--- config.mk ---
export PLATFORM = sky130hd
export DESIGN_NAME = image_hfilter3
export DESIGN_NICKNAME = d
export VERILOG_FILES = /design/src/rtl/image_hfilter3.sv
export SDC_FILE = /design/constraint.sdc
export NUM_CORES = 1
export LEC_CHECK = 0
export ABC_CLOCK_PERIOD_IN_PS = 4900
export CAP_MARGIN = 30
export CELL_PAD_IN_SITES_DETAIL_PLACEMENT = 1
export CELL_PAD_IN_SITES_GLOBAL_PLACEMENT = 1
export CORE_ASPECT_RATIO = 1.5
export CORE_MARGIN = 4
export CORE_UTILIZATION = 25
export CTS_CLUSTER_DIAMETER = 60
export CTS_CLUSTER_SIZE = 14
export DETAILED_ROUTE_END_ITERATION = 16
export PLACE_DENSITY = 0.49
export SYNTH_ARGS = -nofsm -noshare
export SYNTH_HDL_FRONTEND = slang
export SYNTH_SLANG_ARGS = --single-unit
--- constraint.sdc ---
create_clock -name HCLK -period 4.9 [get_ports HCLK]
set_input_delay 0.98 -clock HCLK [delete_from_list [all_inputs] [get_ports HCLK]]
set_output_delay 0.98 -clock HCLK [all_outputs]
set_load 0.01 [all_outputs]
--- src/rtl/image_hfilter3.sv ---
// Horizontal [1 2 1]/4 smoothing of a two-pixels-per-clock RGB stream.
// One pixel pair is held back so that each pair can see its right-hand neighbour.
`timescale 1ns/1ps
module image_hfilter3 #(
    parameter int WIDTH  = 768,
    parameter int HEIGHT = 512
) (
    input  logic       HCLK,
    input  logic       HRESET,
    input  logic       hsync_in,
    input  logic [7:0] DATA_R0_IN,
    input  logic [7:0] DATA_G0_IN,
    input  logic [7:0] DATA_B0_IN,
    input  logic [7:0] DATA_R1_IN,
    input  logic [7:0] DATA_G1_IN,
    input  logic [7:0] DATA_B1_IN,
    output logic       hsync_out,
    output logic [7:0] DATA_R0_OUT,
    output logic [7:0] DATA_G0_OUT,
    output logic [7:0] DATA_B0_OUT,
    output logic [7:0] DATA_R1_OUT,
    output logic [7:0] DATA_G1_OUT,
    output logic [7:0] DATA_B1_OUT,
    output logic       frame_done
);
    localparam int PAIRS  = WIDTH / 2;
    localparam int BEAT_W = (PAIRS > 1) ? $clog2(PAIRS) : 1;
    localparam int LINE_W = (HEIGHT > 1) ? $clog2(HEIGHT) : 1;
    localparam logic [BEAT_W-1:0] LAST_BEAT = BEAT_W'(PAIRS - 1);
    localparam logic [LINE_W-1:0] LAST_LINE = LINE_W'(HEIGHT - 1);

    typedef enum logic [1:0] {IDLE, HOLD, FLUSH} state_t;

    typedef struct packed {
        logic [7:0] r;
        logic [7:0] g;
        logic [7:0] b;
    } rgb_t;

    // The 10-bit sum peaks at 1022, so the shifted result always fits in 8 bits.
    function automatic logic [7:0] tap3(input logic [7:0] l, input logic [7:0] c,
                                        input logic [7:0] r);
        logic [9:0] sum;
        sum = {2'b00, l} + {1'b0, c, 1'b0} + {2'b00, r} + 10'd2;
        return 8'(sum >> 2);
    endfunction

    function automatic rgb_t smooth(input rgb_t l, input rgb_t c, input rgb_t r);
        rgb_t y;
        y.r = tap3(l.r, c.r, r.r);
        y.g = tap3(l.g, c.g, r.g);
        y.b = tap3(l.b, c.b, r.b);
        return y;
    endfunction

    state_t             state;
    rgb_t               h0, h1, left, out0, out1;
    logic [BEAT_W-1:0]  beat_cnt;
    logic [LINE_W-1:0]  line_cnt;

    rgb_t in0, in1, right, y0, y1;

    assign in0 = {DATA_R0_IN, DATA_G0_IN, DATA_B0_IN};
    assign in1 = {DATA_R1_IN, DATA_G1_IN, DATA_B1_IN};

    // At the end of a line the odd pixel stands in for its own missing right neighbour.
    assign right = (state == FLUSH) ? h1 : in0;
    assign y0    = smooth(left, h0, h1);
    assign y1    = smooth(h0, h1, right);

    assign DATA_R0_OUT = out0.r;
    assign DATA_G0_OUT = out0.g;
    assign DATA_B0_OUT = out0.b;
    assign DATA_R1_OUT = out1.r;
    assign DATA_G1_OUT = out1.g;
    assign DATA_B1_OUT = out1.b;

    always_ff @(posedge HCLK or posedge HRESET) begin
        if (HRESET) begin
            // NOTE: the held pair is reset too, so a line cut short by reset leaves no stale pixels behind.
            state      <= IDLE;
            h0         <= '0;
            h1         <= '0;
            left       <= '0;
            out0       <= '0;
            out1       <= '0;
            beat_cnt   <= '0;
            line_cnt   <= '0;
            hsync_out  <= 1'b0;
            frame_done <= 1'b0;
        end else begin
            // NOTE: pulses default low each cycle; data outputs keep their value between beats.
            hsync_out  <= 1'b0;
            frame_done <= 1'b0;
            case (state)
                IDLE: begin
                    if (hsync_in) begin
                        h0       <= in0;
                        h1       <= in1;
                        left     <= in0;
                        beat_cnt <= BEAT_W'(1);
                        state    <= HOLD;
                    end
                end
                HOLD: begin
                    if (hsync_in) begin
                        hsync_out <= 1'b1;
                        out0      <= y0;
                        out1      <= y1;
                        left      <= h1;
                        h0        <= in0;
                        h1        <= in1;
                        if (beat_cnt == LAST_BEAT) begin
                            beat_cnt <= '0;
                            state    <= FLUSH;
                        end else begin
                            beat_cnt <= beat_cnt + BEAT_W'(1);
                        end
                    end
                end
                FLUSH: begin
                    hsync_out <= 1'b1;
                    out0      <= y0;
                    out1      <= y1;
                    if (line_cnt == LAST_LINE) begin
                        frame_done <= 1'b1;
                        line_cnt   <= '0;
                    end else begin
                        line_cnt <= line_cnt + LINE_W'(1);
                    end
                    // A beat arriving now opens the next line, with fresh left-edge replication.
                    if (hsync_in) begin
                        h0       <= in0;
                        h1       <= in1;
                        left     <= in0;
                        beat_cnt <= BEAT_W'(1);
                        state    <= HOLD;
                    end else begin
                        state <= IDLE;
                    end
                end
                default: state <= IDLE;
            endcase
        end
    end
endmodule

# ---- After elaboration in Yosys (flattened, before gate mapping)
# Cells that the tools add are included.
dict set report op_classes {
  n_addsub 20
  eq_ne 8
  n_mux 22
  reduce_logical 9
}
# operator n
set ops {}
lappend ops {{case mux 24 bit (2 select lines)} 3}
lappend ops {{two-way mux 24 bit} 5}
lappend ops {{adder 10 x 2 -> 10 bit, second input constant} 6}
lappend ops {{adder 10 x 8 -> 10 bit} 6}
lappend ops {{adder 8 x 9 -> 10 bit} 6}
lappend ops {{two-way mux 9 bit} 4}
lappend ops {{adder 9 x 1 -> 9 bit, second input constant} 2}
lappend ops {{equality test 9 bit, second input constant} 2}
lappend ops {{case mux 9 bit (2 select lines)} 1}
lappend ops {{two-way mux 2 bit} 3}
lappend ops {{inequality test 2 bit, second input constant} 3}
lappend ops {{case mux 2 bit (3 select lines)} 1}
lappend ops {{AND reduction 3 bit} 2}
lappend ops {{two-way mux 1 bit} 4}
lappend ops {{AND reduction 2 bit} 2}
lappend ops {{nonzero test 2 bit} 2}
lappend ops {{OR reduction 3 bit} 1}
lappend ops {{equality test 2 x 1 -> 1 bit, second input constant} 1}
lappend ops {{equality test 2 bit, second input constant} 1}
lappend ops {{logical NOT 2 bit} 1}
lappend ops {{inequality test 2 x 1 -> 1 bit, second input constant} 1}
lappend ops {{case mux 1 bit (2 select lines)} 1}
lappend ops {{OR reduction 2 bit} 1}
dict set report word_totals {
  reg_bits 142
  inputBits 51
  output_inout_bits 50
  elab_cells 79
}

# ---- Longest topological paths before layout
# Gate-level depths: netlist of run 1.
dict set report depth {
  depth_word 6
  ltp_mapped 14
  ltp_nobuf 10
}

# ---- Worst setup path before layout of run 1
# No wires, ideal clock.
dict set report synth_timing {
  kind {register to register}
  from {reg state[0]}
  to {reg out1 (netlist bit DATA_R1_OUT[6])}
  setup_ns 0.120
  arrival_ns 3.570
  t_required_ns 4.780
  setup_slack_ns 1.210
  path_stages_with_launch 15
  n_path_buf 4
  period_less_slack_ns 3.690
  path_cell_list {dfrtp_1 > inv_1 > ha_1 > buf_6 > clkbuf_1 > buf_2 > mux2_2 > fa_1 > ha_1 > clkbuf_1 > a21o_1 > a21oi_1 > o21ai_0 > or3_1 > a31o_1}
}
dict set report synth_between {
  elab_chain_len 6
  elab_cells_between_ends 10
  cone_classes {2 x add/sub; 3 x eq/ne; 3 x mux; 2 x reduce/logical}
}
# item line_no
set synth_lines {}
lappend synth_lines {{start: declaration} 56} ;# state_t state;
lappend synth_lines {{start signal: assignment} 81} ;# state <= IDLE;
lappend synth_lines {{start signal: assignment} 102} ;# state <= HOLD;
lappend synth_lines {{start signal: assignment} 115} ;# state <= FLUSH;
lappend synth_lines {{equality test 2 bit} {67, 95}}
lappend synth_lines {{two-way mux 24 bit} 67} ;# assign right = (state == FLUSH) ? h1 : in0;
lappend synth_lines {{adder 10 x 8 -> 10 bit} 44} ;# sum = {2'b00, l} + {1'b0, c, 1'b0} + {2'b00, r} + 10'd2;
lappend synth_lines {{adder 10 x 2 -> 10 bit} 44}
lappend synth_lines {{two-way mux 24 bit} 106} ;# if (hsync_in) begin
lappend synth_lines {{case mux 24 bit (2 select lines)} 95} ;# case (state)
lappend synth_lines {{end signal: assignment} 109} ;# out1 <= y1;
lappend synth_lines {{end signal: assignment} 124} ;# out1 <= y1;
lappend synth_lines {{end: declaration} 57} ;# rgb_t h0, h1, left, out0, out1;
# Parallel ways exist; a longest one is shown, timed or not. The select of a mux whose other input is x is not followed.
# A chain may end at the register's enable or synchronous reset.

# ---- Worst setup path after layout of run 1
# Same ends and word-level chain as after synthesis.

==> reports/metrics.sh, run 1 <==
TIMING.CRITICAL_PATH.SLOWEST_CELL_DELAY_NS=0.69
MIN_PERIOD_OVER_PERIOD=0.781
CTS.REPAIR.RESIZED=0
PLACED_CELLS=1397
GRT_PASS1_WL_UM=41400
DIE-AREA_UM2=38300
WORST-PATH-MAX-FANOUT=23
CP.ARRIVAL_NS=4.15
FINAL-HOLD-VIOLATION-COUNT=0
CTS-BUFFERS-INSERTED=17
POSTCTSSETUPBUFFERS=0
FINAL_CELLS=1433
SYNTHESIS.INSTANCES=852
CP_DATA_REQUIRED_TIME_NS=5.22
FINAL_ESTIMATED_ROUTING_CONGESTION_IN_GLOBAL_PLACEMENT=0.775
PATH_BUF_INV=1
SYNTH_ASYNC_SR_FLOP_SHARE=1.00
DRT_PRE_ANTENNA_ITERS=4
SYN_TO_FINAL_GROWTH_PCT=26.5
LAYOUT.AREA.SEQ_UM2=3550
FINALNETCOUNT=1100
FFS_LATCHES_SYNTH=142
HP-CLASS='flip-flop to flip-flop'
FP.DIEW_UM=161
ANTENNA_VIOLATIONS_BEFORE_REPAIR=2
REGTOREGSETUPSLACK_NS=1.07
SYNTH.DISTINCT_CELLS=54
REPORT.FINAL.SLEW_VIOL_COUNT=0
CRITPATHCAPTURE='DATA_R1_OUT[6]'
CRITPATHLAUNCHTYPE='flip-flop'
POSTROUTEWIRELENGTH_UM=24900
FF2FF_PATH_DEPTH=10
PIN_COUNT_OF_THE_BIGGEST_NET_ENTERING_GLOBAL_ROUTING=86
POSTSYNTHNETCOUNT=1002
STDCELL_AREA_UM2=11100
RUN_STATUS='completed'
MOSTFREQUENTLAYOUTCELLS='sky130_fd_sc_hd__dfrtp_1 (142), sky130_fd_sc_hd__clkdlybuf4s50_1 (100), sky130_fd_sc_hd__nand2_1 (80)'
CRITICAL_PATH_DEPTH=10
COMMONEST_NON_FILL_NON_TAP_CELL_IN_THE_LAYOUT='sky130_fd_sc_hd__dfrtp_1'
WORST_PIN_SLEW_NS=0.865
ANTENNA_VIOLATING_NETS_POST_ROUTE=0
POWER.IR.VDD_WORST_mV=0.265
DP.FINAL_HPWL_UM=18500
HOLD_DEPTH=2
DRC=0
WORST_SETUP_PATH_END_KIND='flip-flop'
WORSTSKEWPAIRLATENCY_NS=0.44
PERIOD_MINUS_SLACK_NS=3.83
IO_BUFFER_COUNT=100
WORST_PATH_MAX_DELAY_CELL='sky130_fd_sc_hd__ha_2'
MAIN_FLOP_TYPE_AFTER_SYNTHESIS='sky130_fd_sc_hd__dfrtp_1'
POSTLAYOUTCOREUTIL=0.322
CTS-HTREE-LEVELS=4
FINALSETUPVIOLCOUNT=0
GRT_PASS1_VIAS=7333
CRITICAL_PATH_CLASS='flip-flop to flip-flop'
FILLERINSTANCES=3933
CLOCK_SINK_COUNT=142
MULTI_INPUT_COMB_AREA_UM2=4980
TIMING.MAX_SLEW.REL_SLACK=0.422
DESTINATION_OF_THE_WORST_REGISTER_TO_REGISTER_TIMING_PATH='DATA_R1_OUT[6]'
ROUTED_WIRE_LENGTH_PER_INSTANCE_UM=17.4
TIMING.CRITICAL_PATH.FROM='state[0]'
MAX_CAP_VIOLATIONS=0
VIAS=6613
UNREPAIRED_SETUP_ENDPOINTS_AFTER_GLOBAL_ROUTING='false'
FLOORPLAN.INITIALDENSITY=0.255
POST_SYNTH.CELL_AREA_AVG_UM2=10.3
CLOCKROOTBUFFER='sky130_fd_sc_hd__clkbuf_16'
GRT_OVERFLOW_TOTAL=0
CP_CELL_SEQUENCE='inv_1 -> ha_2 -> mux2_2 -> fa_1 -> ha_1 -> a21o_1 -> a21oi_1 -> o21ai_0 -> or3_1 -> a31o_1'
CORE_AREA_UM2=34500
DETAIL_ROUTE.ITER0.VIOLATIONS=225
SYNTH_EDF_COUNT=0
CLK_PIN_SLEW_NS=0.06
CP_TOP_FAMILY='adder cells'
MAX-CLOCK-PATH-BUFFERS=2
TIMING.SETUP.TNS_NS=0
POST_SYNTH_INSTANCE_AREA_UM2=8780
FLOORPLAN.DIE.HEIGHT_UM=238
POWER.DENSITY_CELL_AREA_nW_PER_UM2=584
POST_DRT_VIA_CELL_RATIO=4.61
RR_STARTPOINT='state[0]'
FIN_SKEW_NS=0.00799
SYNTHESIS.YOSYS.WARNINGS=0
GRT_USE_TOTAL=0.138
CTS_TREE='yes'
CTS_HOLD_REPAIR.BUFFERS=0
P_LEAK_nW=4.64
DRIVE_ABOVE_1_SHARE=0.116
YS_SEQ_AREA_FRAC=0.405
FP-ROW-COUNT=83
PLACEDINSTANCEAREA_UM2=10400
I_O_PIN_CNT=101
MAX_FREQ_MHz=261
registers in the layout, indices dropped and copies added (netlist names):
register / count
h0: 24
h1: 24
left: 24
beat_cnt: 9
line_cnt: 9
DATA_B0_OUT: 8
DATA_B1_OUT: 8
DATA_G0_OUT: 8
DATA_G1_OUT: 8
DATA_R0_OUT: 8
DATA_R1_OUT: 8
state: 2
frame_done: 1
hsync_out: 1
per-stage QoR:
stage | power [W] | hold WS, ns | worst slack, ns
6_report | 0.00649 | 0.482 | 1.07
5_1_grt | 0.00709 | 0.518 | 0.863
4_1_cts | 0.00668 | 0.488 | 1.02
3_5_place_dp | 0.00502 | 0.474 | 1.02
3_3_place_gp | 0.00499 | 0.461 | 1.05
2_1_floorplan | 0.00381 | 0.442 | 0.110
kinds of logic after synthesis:
family | count (synthesis) | share of synthesized area
xor+xnor | 39 | 0.0389
simple gates | 201 | 0.0986
compound gates | 218 | 0.147
buf+inv | 66 | 0.0316
mux | 87 | 0.108
fa+ha+maj | 99 | 0.172
flops | 142 | 0.405
cell usage after synthesis, drive strengths merged (4+ instances only):
cell / n / area, um^2
dfrtp: 142 / 3550
ha: 63 / 788
a31oi: 12 / 75.1
nor2b: 4 / 25.0
nand2b: 4 / 25.0
xor2: 28 / 245
buf: 15 / 86.3
a21oi: 74 / 374
nand4: 5 / 31.3
o211ai: 10 / 75.1
o22ai: 4 / 31.3
o21a: 5 / 37.5
clkbuf: 16 / 60.1
fa: 36 / 721
nand3: 15 / 75.1
o21ai: 76 / 392
xnor2: 11 / 96.3
a211oi: 9 / 72.6
nand2: 80 / 300
and3: 6 / 37.5
inv: 34 / 128
mux2: 56 / 631
nor2: 73 / 277
nor3: 4 / 20.0
mux2i: 31 / 314
a21o: 8 / 60.1
o21bai: 4 / 30.0
cell type report:
type,instances,area share
clock inverter,13,0.0234
inverter,35,0.0123
sequential,142,0.320
multi-input combinational,644,0.448
timing repair buffer,110,0.102
clock buffer,19,0.0408
antenna,3,0.000676
tap,467,0.0526
metal layers:
| layer | vias up | track usage | part of all wire |
|---|---|---|---|
| met3 | 24 | 0.0286 | 0.032 |
| met1 | 3312 | 0.162 | 0.42 |
| li1 | 3197 | - | - |
| met5 | - | 0 | 0 |
| met2 | 80 | 0.248 | 0.52 |
| met4 | 0 | 0.0497 | 0.021 |
worst min path at each step:
| stage | endpoint | startpoint | slack [ns] |
|---|---|---|---|
| 2_1_floorplan | left[0] | left[0] | 0.44 |
| 3_3_place_gp | left[0] | left[0] | 0.46 |
| 3_5_place_dp | left[0] | left[0] | 0.47 |
| 4_1_cts | left[0] | left[0] | 0.49 |
| 5_1_grt | left[0] | left[0] | 0.52 |
| 6_report | left[0] | left[0] | 0.48 |
report_power, final:
group | leakage, nW | internal, W | total [W] | switching [W]
clock | 0.340 | 0.00104 | 0.00159 | 0.000554
sequential | 1.69 | 0.00152 | 0.00179 | 0.000272
combinational | 2.61 | 0.00143 | 0.00311 | 0.00168
worst reg2reg max path: cells and delay by family, from the launching register on:
family,cells,cell delay [ns]
adders and majority gates,3,1.55
and+or+nand+nor,1,0.35
AOI/OAI and AO/OA,4,0.77
muxes,1,0.44
DFF,1,0.43
buffers and inverters,1,0.17
Note: power is estimated with default switching activity, not from simulation.
==> run 2: changes to the inputs <==
- ABC_CLOCK_PERIOD_IN_PS: 4900 -> 4000
- PLACE_DENSITY: 0.49 -> 0.47
- clock period: 4.9 -> 4 ns (I/O delays scaled with it)
==> run 2 against run 1 <==
Via count is 0.73% higher. Sequential power is 23% higher. Worst hold slack better by 0.0037 ns. Flip-flop and latch count stayed put. Non-clock buffer count is 4 higher. Largest cell class unchanged. Highest routed layer unchanged. Clock power is 3% higher. Critical endpoint is now DATA_G1_OUT[5]. Die area stayed put. First-iteration DRC count is 5.8% lower. Global-route usage is 0.084 points lower.
==> reports/metrics.sh, run 2 (synthesis gave the netlist of run 1 again) <==
RUN_STATUS='completed'
CTS_HOLD_REPAIR.BUFFERS=0
DRIVE_ABOVE_1_SHARE=0.120
HP-CLASS='flip-flop to flip-flop'
GRT_PASS1_VIAS=7463
P_LEAK_nW=4.59
POWER.SHARE.SWITCHING=0.402
CLOCK_SINK_COUNT=142
STDCELL_AREA_UM2=11000
REPORT.FINAL.SLEW_VIOL_COUNT=0
MAX_CAP_VIOLATIONS=0
PRECTSSETUPSLACK_NS=0.334
CLK_PIN_SLEW_NS=0.06
GRT_OVERFLOW_TOTAL=0
DETAIL_ROUTE.ITER0.VIOLATIONS=212
FP.DIEW_UM=161
SEQ_POWER_SHARE=0.287
FP-ROW-COUNT=83
DP.FINAL_HPWL_UM=18900
CTS-HTREE-LEVELS=4
WORSTSKEWPAIRLATENCY_NS=0.44
TOTAL_SWITCHING_POWER_W=0.00308
FINALNETCOUNT=1104
FINALSETUPVIOLCOUNT=0
INTERNAL-POWER_W=0.00458
PERIOD_MINUS_SLACK_NS=3.64
GRT_USE_TOTAL=0.137
FLOORPLAN.DIE.HEIGHT_UM=238
POSTROUTEWIRELENGTH_UM=25100
LARGESTREGISTERS='h0 (24), h1 (24), left (24)'
MOSTFREQUENTLAYOUTCELLS='sky130_fd_sc_hd__dfrtp_1 (142), sky130_fd_sc_hd__clkdlybuf4s50_1 (100), sky130_fd_sc_hd__nand2_1 (80)'
FINAL_ESTIMATED_ROUTING_CONGESTION_IN_GLOBAL_PLACEMENT=0.782
SETUP_SLACK_NS=0.360
SYN_TO_FINAL_GROWTH_PCT=25.2
WORST_SETUP_PATH_END_KIND='flip-flop'
CP.ARRIVAL_NS=3.96
CP_DATA_REQUIRED_TIME_NS=4.32
GRT_PASS1_WL_UM=41300
FINAL_CELLS=1436
DIE-AREA_UM2=38300
TIMING.MAX_SLEW.REL_SLACK=0.449
FIN_HOLD_WS_NS=0.486
PLACEDINSTANCEAREA_UM2=10400
IO_BUFFER_COUNT=100
CTS-BUFFERS-INSERTED=17
WORST-PATH-MAX-FANOUT=13
UNREPAIRED_SETUP_ENDPOINTS_AFTER_GLOBAL_ROUTING='false'
MIN_PERIOD_OVER_PERIOD=0.910
FLOORPLAN.INITIALDENSITY=0.255
DRC=0
FIN_SKEW_NS=0.00856
CORE_AREA_UM2=34500
VIAS=6661
ANTENNA_VIOLATING_NETS_POST_ROUTE=0
PLACED_CELLS=1402
CLOCK_POWER_SHARE=0.212
WORST_PIN_SLEW_NS=0.827
DRT_PRE_ANTENNA_ITERS=4
POSTCTSSETUPBUFFERS=0
ROUTED_WIRE_LENGTH_PER_INSTANCE_UM=17.5
CTS.REPAIR.RESIZED=0
COMB_POWER_SHARE=0.501
CRITICAL_PATH_CLASS='flip-flop to flip-flop'
POWER.IR.VDD_WORST_mV=0.259
MAX_FREQ_MHz=275
FILLERINSTANCES=3957
PIN_COUNT_OF_THE_BIGGEST_NET_ENTERING_GLOBAL_ROUTING=143
CLOCKROOTBUFFER='sky130_fd_sc_hd__clkbuf_16'
ANTENNA_VIOLATIONS_BEFORE_REPAIR=2
I_O_PIN_CNT=101
CTS_TREE='yes'
CRITPATHLAUNCHTYPE='flip-flop'
MAX-CLOCK-PATH-BUFFERS=2
TIMING.SETUP.TNS_NS=0
FINAL-HOLD-VIOLATION-COUNT=0
COMMONEST_NON_FILL_NON_TAP_CELL_IN_THE_LAYOUT='sky130_fd_sc_hd__dfrtp_1'
POWER.DENSITY_CELL_AREA_nW_PER_UM2=697
POST_DRT_VIA_CELL_RATIO=4.64
==> run 2: layer usage <==
layer	global-route usage	vias up	part of all wire
li1	-	3200	-
met1	0.158	3355	0.41
met2	0.251	87	0.54
met3	0.0283	19	0.031
met4	0.0471	0	0.020
met5	0	-	0
==> run 2: final timing paths <==
check | start | end | slack, ns | depth (start not counted)
setup / recovery | state[0] | DATA_G1_OUT[5] | 0.36 | 11
setup reg to reg | state[0] | DATA_G1_OUT[5] | 0.36 | 11
max in group asynchronous | HRESET | h1[0] | 2.42 | 3
min in group asynchronous | HRESET | frame_done | 0.94 | 3
hold / removal | DATA_R1_OUT[2] | DATA_R1_OUT[2] | 0.49 | 2
hold reg to reg | DATA_R1_OUT[2] | DATA_R1_OUT[2] | 0.49 | 2
==> run 2: power by group through the flow <==
stage / Combinational, W / Sequential [W] / Clock, W
after floorplan: 0.00242 / 0.00225 / 0
after global placement: 0.00390 / 0.00223 / 0
after detailed placement: 0.00393 / 0.00224 / 0
after CTS: 0.00396 / 0.00222 / 0.00169
after global routing: 0.00434 / 0.00226 / 0.00175
final: 0.00384 / 0.00220 / 0.00163
==> run 2: cell type report <==
| cell class | count | area, um^2 | area share |
|---|---|---|---|
| Antenna cell | 2 | 5.00 | 0.000455 |
| Clock buffer | 19 | 453 | 0.0412 |
| Clock inverter | 13 | 139 | 0.0126 |
| Inverter | 35 | 135 | 0.0123 |
| Multi-Input combinational cell | 644 | 4980 | 0.453 |
| Sequential cell | 142 | 3550 | 0.323 |
| Tap cell | 467 | 584 | 0.0531 |
| Timing Repair Buffer | 114 | 1140 | 0.104 |
==> run 2: metrics by stage <==
step | util | total power [W]
final | 0.319 | 0.00767
after global routing | 0.319 | 0.00836
after CTS | 0.319 | 0.00787
after detailed placement | 0.302 | 0.00617
after global placement | 0.302 | 0.00614
after floorplan | - | 0.00467
==> run 2: worst max-delay path, cell delays in order (launching register included) <==
cell,delay (ns)
sky130_fd_sc_hd__dfrtp_1,0.42
sky130_fd_sc_hd__inv_1,0.17
sky130_fd_sc_hd__ha_2,0.53
sky130_fd_sc_hd__buf_4,0.26
sky130_fd_sc_hd__mux2_2,0.35
sky130_fd_sc_hd__fa_1,0.44
sky130_fd_sc_hd__ha_1,0.34
sky130_fd_sc_hd__a21oi_1,0.23
sky130_fd_sc_hd__o211ai_1,0.16
sky130_fd_sc_hd__a221oi_2,0.35
sky130_fd_sc_hd__xor2_1,0.18
sky130_fd_sc_hd__a21oi_1,0.08
==> run 3: changes to the inputs <==
- ABC_AREA: not set -> 1
- PLACE_DENSITY: 0.47 -> 0.49
==> run 3 against run 2 <==
Clock power shrank 4%. Clock skew is 0.0024 ns higher. Worst hold slack worse by 0.013 ns. Critical endpoint unchanged.
==> reports/metrics.sh, run 3 <==
WORST-PATH-MAX-FANOUT=28
POSTSYNTHNETCOUNT=1230
COMMONEST_NON_FILL_NON_TAP_CELL_IN_THE_LAYOUT='sky130_fd_sc_hd__nand2_1'
RR_STARTPOINT='state[0]'
WORST_PIN_SLEW_NS=0.757
DRT_PRE_ANTENNA_ITERS=4
FF2FF_PATH_DEPTH=14
SYNTHESIS.INSTANCES=1080
YS_SEQ_AREA_FRAC=0.392
UNREPAIRED_SETUP_ENDPOINTS_AFTER_GLOBAL_ROUTING='false'
CP.ARRIVAL_NS=3.47
DIE-AREA_UM2=39400
REGTOREGSETUPSLACK_NS=0.90
MAX_FREQ_MHz=323
DETAIL_ROUTE.ITER0.VIOLATIONS=268
CRITPATHLAUNCHTYPE='flip-flop'
SETUP_SLACK_NS=0.900
ANTENNA_DIODES=0
DESTINATION_OF_THE_WORST_REGISTER_TO_REGISTER_TIMING_PATH='DATA_G1_OUT[5]'
MOSTFREQUENTLAYOUTCELLS='sky130_fd_sc_hd__nand2_1 (293), sky130_fd_sc_hd__dfrtp_1 (142), sky130_fd_sc_hd__inv_1 (112)'
FIN_SKEW_NS=0.0109
CP_CELL_SEQUENCE='inv_1 -> ha_2 -> buf_4 -> nand2_1 -> o21ai_0 -> fa_1 -> ha_1 -> a21oi_1 -> nand2_1 -> nand2_1 -> nand2_1 -> nand2_1 -> nand2_1 -> o21ai_1'
GRT_OVERFLOW_TOTAL=0
CLK_PIN_SLEW_NS=0.07
POWER_AFTER_LAYOUT_W=0.00642
FINALNETCOUNT=1326
FP-ROW-COUNT=85
SYNTH.DISTINCT_CELLS=37
PERIOD_MINUS_SLACK_NS=3.10
TIMING.HOLD.WORST_ENDPOINT='line_cnt[7]'
FINAL-HOLD-VIOLATION-COUNT=0
CTS-HTREE-LEVELS=4
HP-CLASS='flip-flop to flip-flop'
WORST_PATH_MAX_DELAY_CELL='sky130_fd_sc_hd__fa_1'
MIN_PERIOD_OVER_PERIOD=0.775
CTS_HOLD_REPAIR.BUFFERS=0
POSTCTSSETUPBUFFERS=0
GRT_PASS1_VIAS=7791
POST_SYNTH.CELL_AREA_AVG_UM2=8.39
ANTENNA_VIOLATIONS_BEFORE_REPAIR=0
CRITICAL_PATH_CLASS='flip-flop to flip-flop'
WORSTSKEWPAIRLATENCY_NS=0.45
CLOCKROOTBUFFER='sky130_fd_sc_hd__clkbuf_16'
TIMING.MAX_SLEW.REL_SLACK=0.494
CLOCK_SINK_COUNT=142
FP.DIEW_UM=163
CTS.REPAIR.RESIZED=0
CORE_AREA_UM2=35800
FINAL_ESTIMATED_ROUTING_CONGESTION_IN_GLOBAL_PLACEMENT=0.761
POST_SYNTH_INSTANCE_AREA_UM2=9060
MAX-CLOCK-PATH-BUFFERS=2
SYN_TO_FINAL_GROWTH_PCT=22.8
YOSYS.CELL_COUNT.TOP_TYPE='sky130_fd_sc_hd__nand2_1'
MAIN_FLOP_TYPE_AFTER_SYNTHESIS='sky130_fd_sc_hd__dfrtp_1'
TIMING.CRITICAL_PATH.SLOWEST_CELL_DELAY_NS=0.45
POST_DRT_VIA_CELL_RATIO=4.39
REPORT.FINAL.SLEW_VIOL_COUNT=0
FFS_LATCHES_SYNTH=142
SYNTH_COMMON_CELLS='sky130_fd_sc_hd__nand2_1 (293), sky130_fd_sc_hd__dfrtp_1 (142), sky130_fd_sc_hd__inv_1 (113)'
POWER.DENSITY_CELL_AREA_nW_PER_UM2=576
CRIT_TOP_CELL='sky130_fd_sc_hd__nand2_1'
VIAS=7325
POSTROUTEWIRELENGTH_UM=27200
CP_DATA_REQUIRED_TIME_NS=4.37
TIMING.SETUP.TNS_NS=0
GRT_PASS1_WL_UM=44100
SYNTH_AREA_LEADER_CELL='sky130_fd_sc_hd__dfrtp_1'
FLOORPLAN.DIE.HEIGHT_UM=241
SYNTHESIS.YOSYS.WARNINGS=0
MAX_CAP_VIOLATIONS=0
SYNTH_EDF_COUNT=0
NETLIST.AREA_LEADER.SHARE=0.392
FINALSETUPVIOLCOUNT=0
DRIVE_ABOVE_1_SHARE=0.0723
FINAL_CELLS=1667
RUN_STATUS='completed'
FLOORPLAN.INITIALDENSITY=0.253
WORSTHOLDSTART='line_cnt[7]'
TOP_AREA_CELLS_IN_THE_SYNTHESIZED_NETLIST='sky130_fd_sc_hd__dfrtp_1 (39%), sky130_fd_sc_hd__nand2_1 (12%), sky130_fd_sc_hd__ha_1 (8.7%)'
ANTENNA_VIOLATING_NETS_POST_ROUTE=0
POWER.IR.VDD_WORST_mV=0.176
WORST_SETUP_PATH_END_KIND='flip-flop'
PLACED_CELLS=1635
CTS_TREE='yes'
TIMING.CRITICAL_PATH.FROM='state[0]'
P_LEAK_nW=5.20
ROUTED_WIRE_LENGTH_PER_INSTANCE_UM=16.3
DRC=0
PRECTSSETUPSLACK_NS=0.742
GRT_USE_TOTAL=0.145
LARGESTREGISTERS='h0 (24), h1 (24), left (24)'
HOLD_DEPTH=1
I_O_PIN_CNT=101
IO_BUFFER_COUNT=100
DP.FINAL_HPWL_UM=21000
PIN_COUNT_OF_THE_BIGGEST_NET_ENTERING_GLOBAL_ROUTING=72
SYNTH_ASYNC_SR_FLOP_SHARE=1.00
CTS-BUFFERS-INSERTED=17
-- run 3: changes by cell type after synthesis, sizes merged, moves of 28 or more --
cell / change
inv: +84
mux2: -38
mux2i: -30
xor2: -28
nand2: +219
o21ai: +62
-- run 3: cell families (layout without fill, tap and decap cells) --
kind of cell | after synthesis | in the layout | synth area share
compound gates | 228 | 228 | 0.133
xor+xnor | 12 | 12 | 0.0116
fa+ha+maj | 99 | 99 | 0.166
buf+inv | 154 | 263 | 0.0745
flops | 142 | 142 | 0.392
mux | 19 | 19 | 0.0309
simple gates | 426 | 426 | 0.192
-- run 3: worst max path at each step --
stage                     slack, ns             end
after global placement         0.77  DATA_G1_OUT[5]
after CTS                      0.84  DATA_G1_OUT[5]
after detailed placement       0.74  DATA_G1_OUT[5]
after global routing           0.58  DATA_B1_OUT[6]
final                          0.90  DATA_G1_OUT[5]
after floorplan                1.16  DATA_R1_OUT[6]
-- run 3: metrics by stage --
| stage | cell area, um^2 | util | hold slack, ns |
|---|---|---|---|
| after global routing | 11100 | 0.311 | 0.496 |
| after detailed placement | 10600 | 0.295 | 0.468 |
| after CTS | 11100 | 0.311 | 0.478 |
| after global placement | 10600 | 0.295 | 0.461 |
| after floorplan | 9070 | - | 0.434 |
| final | 11100 | 0.311 | 0.473 |
-- run 3: area by class of cell --
type | count | area, um^2
Clock inverter | 14 | 138
Fill cell | 4237 | 24700
Sequential cell | 142 | 3550
Timing Repair Buffer | 113 | 1120
Clock buffer | 18 | 429
Inverter | 118 | 449
Multi-Input combinational cell | 784 | 4840
Tap cell | 478 | 598
-- run 3: critical path, delay by kind of cell (launching register included) --
family	cells	cell delay, ns
adders and majority gates	3	1.16
and+or+nand+nor	6	0.53
buffers and inverters	2	0.49
DFF	1	0.43
AOI/OAI and AO/OA	3	0.40
-- run 3: routing by layer --
layer,GRT usage,part of all wire,up-vias
met3,0.0184,0.025,16
met5,0,0,-
li1,-,-,3702
met4,0.0478,0.013,0
met1,0.195,0.47,3533
met2,0.242,0.49,74
-- run 3: report_power, final --
group | leakage, nW | switching (W) | internal (W) | total (W)
Combinational | 3.23 | 0.00151 | 0.00123 | 0.00274
Sequential | 1.71 | 0.000309 | 0.00179 | 0.00210
Clock | 0.260 | 0.000708 | 0.000864 | 0.00157
Total | 5.20 | 0.00253 | 0.00389 | 0.00642
